--- config.mk ---
export PLATFORM = sky130hd
export DESIGN_NAME = cprv_mem_arbiter
export DESIGN_NICKNAME = d
export VERILOG_FILES = /design/src/rtl/cprv_mem_arbiter.sv
export SDC_FILE = /design/constraint.sdc
export NUM_CORES = 1
export LEC_CHECK = 0
export CAP_MARGIN = 15
export CORE_AREA = 2 2 207 209
export CTS_BUF_LIST = sky130_fd_sc_hd__clkbuf_4 sky130_fd_sc_hd__clkbuf_8 sky130_fd_sc_hd__clkbuf_16
export DETAILED_ROUTE_END_ITERATION = 8
export DIE_AREA = 0 0 209 211
export GPL_ROUTABILITY_DRIVEN = 0
export MAX_ROUTING_LAYER = met4
export PLACE_DENSITY_LB_ADDON = 0.12
export SLEW_MARGIN = 20
export SYNTH_ARGS = -nofsm -noshare
export SYNTH_HDL_FRONTEND = slang
export SYNTH_SLANG_ARGS = --single-unit
--- constraint.sdc ---
create_clock -name clk -period 2.15 [get_ports clk]
set_input_delay 0.645 -clock clk [delete_from_list [all_inputs] [get_ports clk]]
set_output_delay 0.645 -clock clk [all_outputs]
set_load 0.1 [all_outputs]
--- src/rtl/cprv_mem_arbiter.sv ---
// Shares one memory port between instruction fetch and data access, one transaction at a time.
// Data requests win ties; a streak counter lets fetch win after STARVE_LIMIT data grants in a row.
module cprv_mem_arbiter #(
    parameter int unsigned DATA_WIDTH   = 64,
    parameter int unsigned STARVE_LIMIT = 4
) (
    input  logic                  clk,
    input  logic                  rst_n,
    input  logic                  valid_imem_i,
    output logic                  ready_imem_o,
    input  logic [DATA_WIDTH-1:0] instr_addr_imem_i,
    output logic                  valid_if_o,
    input  logic                  ready_if_i,
    output logic [DATA_WIDTH-1:0] instr_data_if_o,
    input  logic                  valid_dmem_i,
    output logic                  ready_dmem_o,
    input  logic [DATA_WIDTH-1:0] addr_dmem_i,
    input  logic [DATA_WIDTH-1:0] wdata_dmem_i,
    input  logic                  w_en_dmem_i,
    output logic                  valid_mem_dmem_o,
    input  logic                  ready_mem_dmem_i,
    output logic [DATA_WIDTH-1:0] rdata_dmem_o,
    output logic                  valid_mem_o,
    input  logic                  ready_mem_i,
    output logic [DATA_WIDTH-1:0] addr_mem_o,
    output logic [DATA_WIDTH-1:0] wdata_mem_o,
    output logic                  w_en_mem_o,
    input  logic                  valid_rsp_i,
    output logic                  ready_rsp_o,
    input  logic [DATA_WIDTH-1:0] rdata_rsp_i
);

    localparam int unsigned STREAK_W = 4;
    localparam logic [STREAK_W-1:0] STREAK_MAX = STREAK_W'(STARVE_LIMIT);

    typedef enum logic [1:0] {S_IDLE, S_REQ, S_RESP} state_e;

    state_e                state_q, state_d;
    logic [STREAK_W-1:0]   streak_q, streak_d;
    logic [DATA_WIDTH-1:0] addr_q, addr_d;
    logic [DATA_WIDTH-1:0] wdata_q, wdata_d;
    logic                  w_en_q, w_en_d;
    logic                  owner_q, owner_d;

    logic grant_i_c, grant_d_c, valid_mem_c, ready_rsp_c, valid_if_c, valid_dm_c;

    always_ff @(posedge clk) begin
        if (!rst_n) begin
            state_q  <= S_IDLE;
            streak_q <= '0;
            addr_q   <= '0;
            wdata_q  <= '0;
            w_en_q   <= 1'b0;
            owner_q  <= 1'b0;
        end else begin
            state_q  <= state_d;
            streak_q <= streak_d;
            addr_q   <= addr_d;
            wdata_q  <= wdata_d;
            w_en_q   <= w_en_d;
            owner_q  <= owner_d;
        end
    end

    // Grant selection, request capture and response routing; owner_q=1 means data owns the slot.
    always_comb begin
        state_d     = state_q;
        streak_d    = streak_q;
        addr_d      = addr_q;
        wdata_d     = wdata_q;
        w_en_d      = w_en_q;
        owner_d     = owner_q;
        grant_i_c   = 1'b0;
        grant_d_c   = 1'b0;
        valid_mem_c = 1'b0;
        ready_rsp_c = 1'b0;
        valid_if_c  = 1'b0;
        valid_dm_c  = 1'b0;
        case (state_q)
            S_IDLE: begin
                if (valid_dmem_i && !(valid_imem_i && (streak_q == STREAK_MAX))) begin
                    grant_d_c = 1'b1;
                    addr_d    = addr_dmem_i;
                    wdata_d   = wdata_dmem_i;
                    w_en_d    = w_en_dmem_i;
                    owner_d   = 1'b1;
                    state_d   = S_REQ;
                    if (!valid_imem_i) begin
                        streak_d = '0;
                    end else if (streak_q != STREAK_MAX) begin
                        streak_d = streak_q + STREAK_W'(1);
                    end
                end else if (valid_imem_i) begin
                    grant_i_c = 1'b1;
                    addr_d    = instr_addr_imem_i;
                    wdata_d   = '0;
                    w_en_d    = 1'b0;
                    owner_d   = 1'b0;
                    streak_d  = '0;
                    state_d   = S_REQ;
                end
            end
            S_REQ: begin
                valid_mem_c = 1'b1;
                if (ready_mem_i) begin
                    state_d = S_RESP;
                end
            end
            S_RESP: begin
                ready_rsp_c = owner_q ? ready_mem_dmem_i : ready_if_i;
                valid_if_c  = !owner_q && valid_rsp_i;
                valid_dm_c  = owner_q && valid_rsp_i;
                if (valid_rsp_i && ready_rsp_c) begin
                    state_d = S_IDLE;
                end
            end
            default: state_d = S_IDLE;
        endcase
    end

    // Handshake outputs are held low while reset is asserted.
    assign ready_imem_o     = rst_n && grant_i_c;
    assign ready_dmem_o     = rst_n && grant_d_c;
    assign valid_mem_o      = rst_n && valid_mem_c;
    assign ready_rsp_o      = rst_n && ready_rsp_c;
    assign valid_if_o       = rst_n && valid_if_c;
    assign valid_mem_dmem_o = rst_n && valid_dm_c;

    assign addr_mem_o      = addr_q;
    assign wdata_mem_o     = wdata_q;
    assign w_en_mem_o      = w_en_q;
    assign instr_data_if_o = rdata_rsp_i;
    assign rdata_dmem_o    = rdata_rsp_i;

endmodule

Yosys cells after proc, flatten, opt, wreduce, memory -nomap -nowiden
Index checks and enable logic that the tools add are counted.
W data, S select, Z words.
{"block": "word_totals", "input_bits": 265, "out_inout_bits": 263, "reg_bits": 136}
{"block": "op_classes", "reduce_logical": 18, "addsub": 1, "muxes": 26, "n_eq_ne": 8}
{"op": "$mux W64", "n": 4}
{"op": "$mux W4", "n": 4}
{"op": "$mux W1", "n": 13}
{"op": "$logic_and A1 B1 Y1", "n": 11}
{"op": "$mux W2", "n": 4}
{"op": "$pmux W2 S3", "n": 1}
{"op": "$reduce_and A3 Y1", "n": 2}
{"op": "$add A4 B1 Y4 const B", "n": 1}
{"op": "$eq A4 B3 Y1 const B", "n": 1}
{"op": "$ne A2 B2 Y1 const B", "n": 2}
{"op": "$ne A4 B3 Y1 const B", "n": 1}
{"op": "$ne A3 B2 Y1 const B", "n": 1}
{"op": "$ne A3 B3 Y1 const B", "n": 1}
{"op": "$eq A2 B1 Y1 const B", "n": 1}
{"op": "$eq A2 B2 Y1 const B", "n": 1}
{"op": "$logic_not A1 Y1", "n": 2}
{"op": "$logic_not A2 Y1", "n": 1}
{"op": "$reduce_and A2 Y1", "n": 1}
{"op": "$reduce_bool A2 Y1", "n": 1}

Logic depth before layout (Yosys ltp)
{"block": "depth", "depth_word": 7, "mapped_depth": 8, "mapped_depth_nobuf": 5}

Least setup slack after synthesis
No wires, ideal clock.
{"block": "synth_path", "path_kind": "input to output", "startpoint": "input port rst_n", "endpoint": "output port valid_mem_o", "stages": 3, "arrival_ps": 3142, "slack_ps": -1637, "n_path_buf": 1, "path_cell_list": "inv_1 -> clkbuf_1 -> nor3b_1"}
{"block": "synth_between", "elab_chain_len": 1}
{"item": "from (decl)", "line_no": "8", "source": "input logic rst_n,"}
{"item": "$logic_and A1 B1 Y1", "line_no": "124", "source": "assign valid_mem_o = rst_n && valid_mem_c;"}
{"item": "to (decl)", "line_no": "23", "source": "output logic valid_mem_o,"}
Every way passes these cells.

Final worst setup path
{"block": "layout_path", "startpoint": "register streak_q[1]", "endpoint": "output port ready_imem_o"}
{"block": "layout_between", "elab_chain_len": 7}
{"item": "from (decl)", "line_no": "39", "source": "logic [STREAK_W-1:0] streak_q, streak_d;"}
{"item": "from (signal assigned)", "line_no": "57", "source": "streak_q <= streak_d;"}
{"item": "$eq A4 B3 Y1", "line_no": "81", "source": "if (valid_dmem_i && !(valid_imem_i && (streak_q == STREAK_MAX))) begin"}
{"item": "$logic_and A1 B1 Y1", "line_no": "81"}
{"item": "$logic_not A1 Y1", "line_no": "81"}
{"item": "$logic_and A1 B1 Y1", "line_no": "81"}
{"item": "$mux W1", "line_no": "81"}
{"item": "$mux W1", "line_no": "79", "source": "case (state_q)"}
{"item": "$logic_and A1 B1 Y1", "line_no": "122", "source": "assign ready_imem_o = rst_n && grant_i_c;"}
{"item": "to (decl)", "line_no": "10", "source": "output logic ready_imem_o,"}
Every way passes these cells.

==> flow_metrics.tcl <==
set metrics [dict create \
    combPwrFrac_pct 36.3 \
    maxSlewViolCount 0 \
    grt_remaining_overflow 0 \
    crit_arrival_ps 1660 \
    grt.total_usage_pct 13.1 \
    path_max_fanout 2 \
    drive_gt1_share_pct 25.7 \
    clkPwrFrac_pct 33.0 \
    ys_seq_area_share_pct 42.3 \
    final_hold_viol_count 0 \
    ys_ff_latch 136 \
    drt-wirelength-per-cell_um 19.7 \
    clkTransAtPathRegs_ps 60 \
    syn_inst 704 \
    clockBufferDepth 2 \
    yosysWarnings 0 \
    die_y_um 211 \
    peakVddDrop_mv 0.329 \
    synth_ff_type "dfxtp_1" \
    violations "setup timing" \
    crit_path_top_delay_cell "dfxtp_2" \
    io-pin-count 528 \
    nets 1164 \
    ys_types 37 \
    p_switching_mw 3.85 \
    p_leak_nw 3.99 \
    numClockSinks 136 \
    row_count 75 \
    die-area_um2 44100 \
    whs_ps 475 \
    worst_slack_ps -150 \
    post-place-ws_ps -456 \
    start_util_pct 15.4 \
    yosys.area.top_type_share_pct 42.3 \
    clk_latency_ps 460 \
    grt_first_pass_wirelength_mm 41.1 \
    drtAntennaViolNets 0 \
    critPathKind "reg2out" \
    hold_buffers 0 \
    hpwlAfterDp_mm 19.7 \
    synth-edff-count 0 \
    rsz0062_at_grt "yes" \
    fin_setup_tns_ps -241 \
    synth_nets 971 \
    crit_path_start_kind "flop" \
    routed_wl_mm 28.6 \
    max_stage_delay_ps 330 \
    synthesis.area_um2 6430 \
    area_growth_pct 61.5 \
    remaining_drc_errors 0 \
    crit_chain "inv_2, ha_4, and4b_2, o2111a_2, buf_12" \
    period_share_pct 107 \
    dpl_cell_area_um2 9690 \
    run_status "finished, violations left" \
    critPathRequiredTime_ps 1500 \
    die_x_um 209 \
    drv_cap 0 \
    fmax_mhz 435 \
    yosys-top-cells-area "dfxtp_1 (42%), buf_4 (15%), a22o_1 (8.9%), a311oi_1 (8.7%), nand3_1 (5.2%)" \
    final_cell_area_um2 10400 \
    yosys.area.top_type "dfxtp_1" \
    htree_levels 4 \
    slew_headroom_pct 59.1 \
    vias 6131 \
    fin_crit_ps 2300 \
    seqPwrFrac_pct 30.7 \
    grt_pass1_vias 6222 \
    powerDensity_nw_per_um2 921 \
    drt-vias-per-instance 4.23 \
    antenna_found_initial 1 \
    p_int_mw 5.71 \
    core_um2 41800 \
    power.total_mw 9.56 \
    drt_iter0_drc 367 \
    worst_slew_pin_slew_ps 614 \
    grt_max_degree 51 \
    first_pass_iters 5 \
    cts-root-buf "clkbuf_16" \
    switching_share_pct 40.2 \
    reg2reg_slack_ps 330 \
    skew_ps 8.09 \
    synth-async-reset-ratio_pct 0 \
    fill_cells 4507 \
    min_path_type "reg2reg" \
    setup_viol 4 \
    cts_tree "done" \
    syn_area_per_cell_um2 9.14 \
    critPathCaptureType "primary output" \
    cts_made_buffers 17 \
    portBuffers 335 \
]
[stage by stage]
stage	util (%)	cells
floorplan	-	704
global placement	23.2	1413
detailed placement	23.2	1413
CTS	24.8	1446
global route	24.9	1450
finish	24.9	1450
[cell type report]
class / instances / area (µm²) / area share [%]
Timing Repair Buffer: 375 / 3870 / 37.2
Inverter: 6 / 22.5 / 0.217
Tap cell: 539 / 674 / 6.49
Clock buffer: 19 / 440 / 4.24
Clock inverter: 13 / 170 / 1.64
Multi-Input combinational cell: 361 / 2470 / 23.8
Antenna cell: 1 / 2.50 / 0.0241
Sequential cell: 136 / 2730 / 26.3
[cells by family (layout without fill, tap and decap cells)]
| logic type | count (synthesis) | after routing | share of synthesized area, % |
|---|---|---|---|
| muxes | 1 | 1 | 0.156 |
| buffers and inverters | 207 | 413 | 20.7 |
| AOI/OAI and AO/OA | 270 | 270 | 29.0 |
| other | 0 | 1 | 0 |
| adders and majority gates | 2 | 2 | 0.389 |
| DFF | 136 | 136 | 42.3 |
| and+or+nand+nor | 87 | 87 | 7.24 |
| xor gates and xnor gates | 1 | 1 | 0.136 |
[path summary, 6_finish.rpt]
check | start | to | cells after the start
setup reg to reg | streak_q[1] | addr_mem_o[19] | 8
hold / removal | wdata_mem_o[45] | wdata_mem_o[45] | 1
hold reg to reg | wdata_mem_o[45] | wdata_mem_o[45] | 1
setup / recovery | streak_q[1] | ready_imem_o | 5
[synthesized netlist by cell type, types with 2 or more instances]
cell / number
a21oi_1: 66
a22o_1: 65
a311oi_1: 64
a32o_1: 2
buf_2: 34
buf_4: 131
buf_6: 3
clkbuf_1: 32
dfxtp_1: 136
ha_1: 2
inv_1: 5
nand3_1: 67
nand4b_1: 2
nor2_1: 6
nor3b_1: 2
o21ai_0: 57
o21ai_1: 10
[metal layers]
| metal | up-vias | share of wire (%) | global-route usage [%] |
|---|---|---|---|
| li1 | 2882 | - | - |
| met1 | 2892 | 43 | 15.4 |
| met2 | 311 | 46 | 19.7 |
| met3 | 46 | 9.3 | 6.02 |
| met4 | 0 | 1.9 | 4.75 |
| met5 | - | 0 | - |
[power by group through the flow]
stage	clock (mW)	combinational, mW	sequential, mW
after floorplan	0	1.74	4.61
after global placement	0	3.51	2.99
after detailed placement	0	3.49	2.99
after CTS	3.32	3.50	2.94
after global routing	3.39	3.61	2.96
final	3.15	3.47	2.94
[flip-flops by register name, indices dropped and copies added, names as in the netlist]
name,count
state_q,2
wdata_mem_o,64
w_en_mem_o,1
addr_mem_o,64
streak_q,4
owner_q,1
[critical path, delay by kind of cell (launching register included)]
family / cells / cell delay [ps]
compound gates: 1 / 280
fa+ha+maj: 1 / 150
buf+inv: 2 / 210
flops: 1 / 330
simple gates: 1 / 220
[placed cells by master (no fill, tap or decap), types with 2 or more instances in the layout]
| master | Yosys | routed |
|---|---|---|
| clkdlybuf4s50_1 | 0 | 194 |
| dlygate4sd2_1 | 0 | 4 |
| clkbuf_16 | 0 | 17 |
| inv_1 | 5 | 2 |
| o21ai_1 | 10 | 10 |
| buf_2 | 34 | 2 |
| dfxtp_1 | 136 | 131 |
| nor2_4 | 0 | 5 |
| clkinv_2 | 0 | 2 |
| inv_6 | 0 | 3 |
| dfxtp_4 | 0 | 2 |
| nand3_1 | 67 | 66 |
| clkinv_4 | 0 | 2 |
| nand4b_1 | 2 | 2 |
| inv_2 | 1 | 4 |
| o21ai_0 | 57 | 57 |
| dfxtp_2 | 0 | 3 |
| clkinvlp_4 | 0 | 2 |
| a32o_1 | 2 | 2 |
| buf_4 | 131 | 129 |
| buf_12 | 0 | 45 |
| a22o_1 | 65 | 65 |
| a21oi_1 | 66 | 66 |
| bufinv_16 | 0 | 3 |
| clkbuf_4 | 0 | 2 |
| a311oi_1 | 64 | 64 |
| or2_2 | 1 | 2 |
[repair_timing]
| item | CTS | global route |
|---|---|---|
| hold endpoints to repair | 0 | 0 |
| endpoints found under the setup margin | 6 | 4 |
| buffers inserted | 2 | 3 |
| resized for setup | 27 | 1 |
| pin swaps | 6 | 2 |
Note: power is estimated with default switching activity, not from simulation.
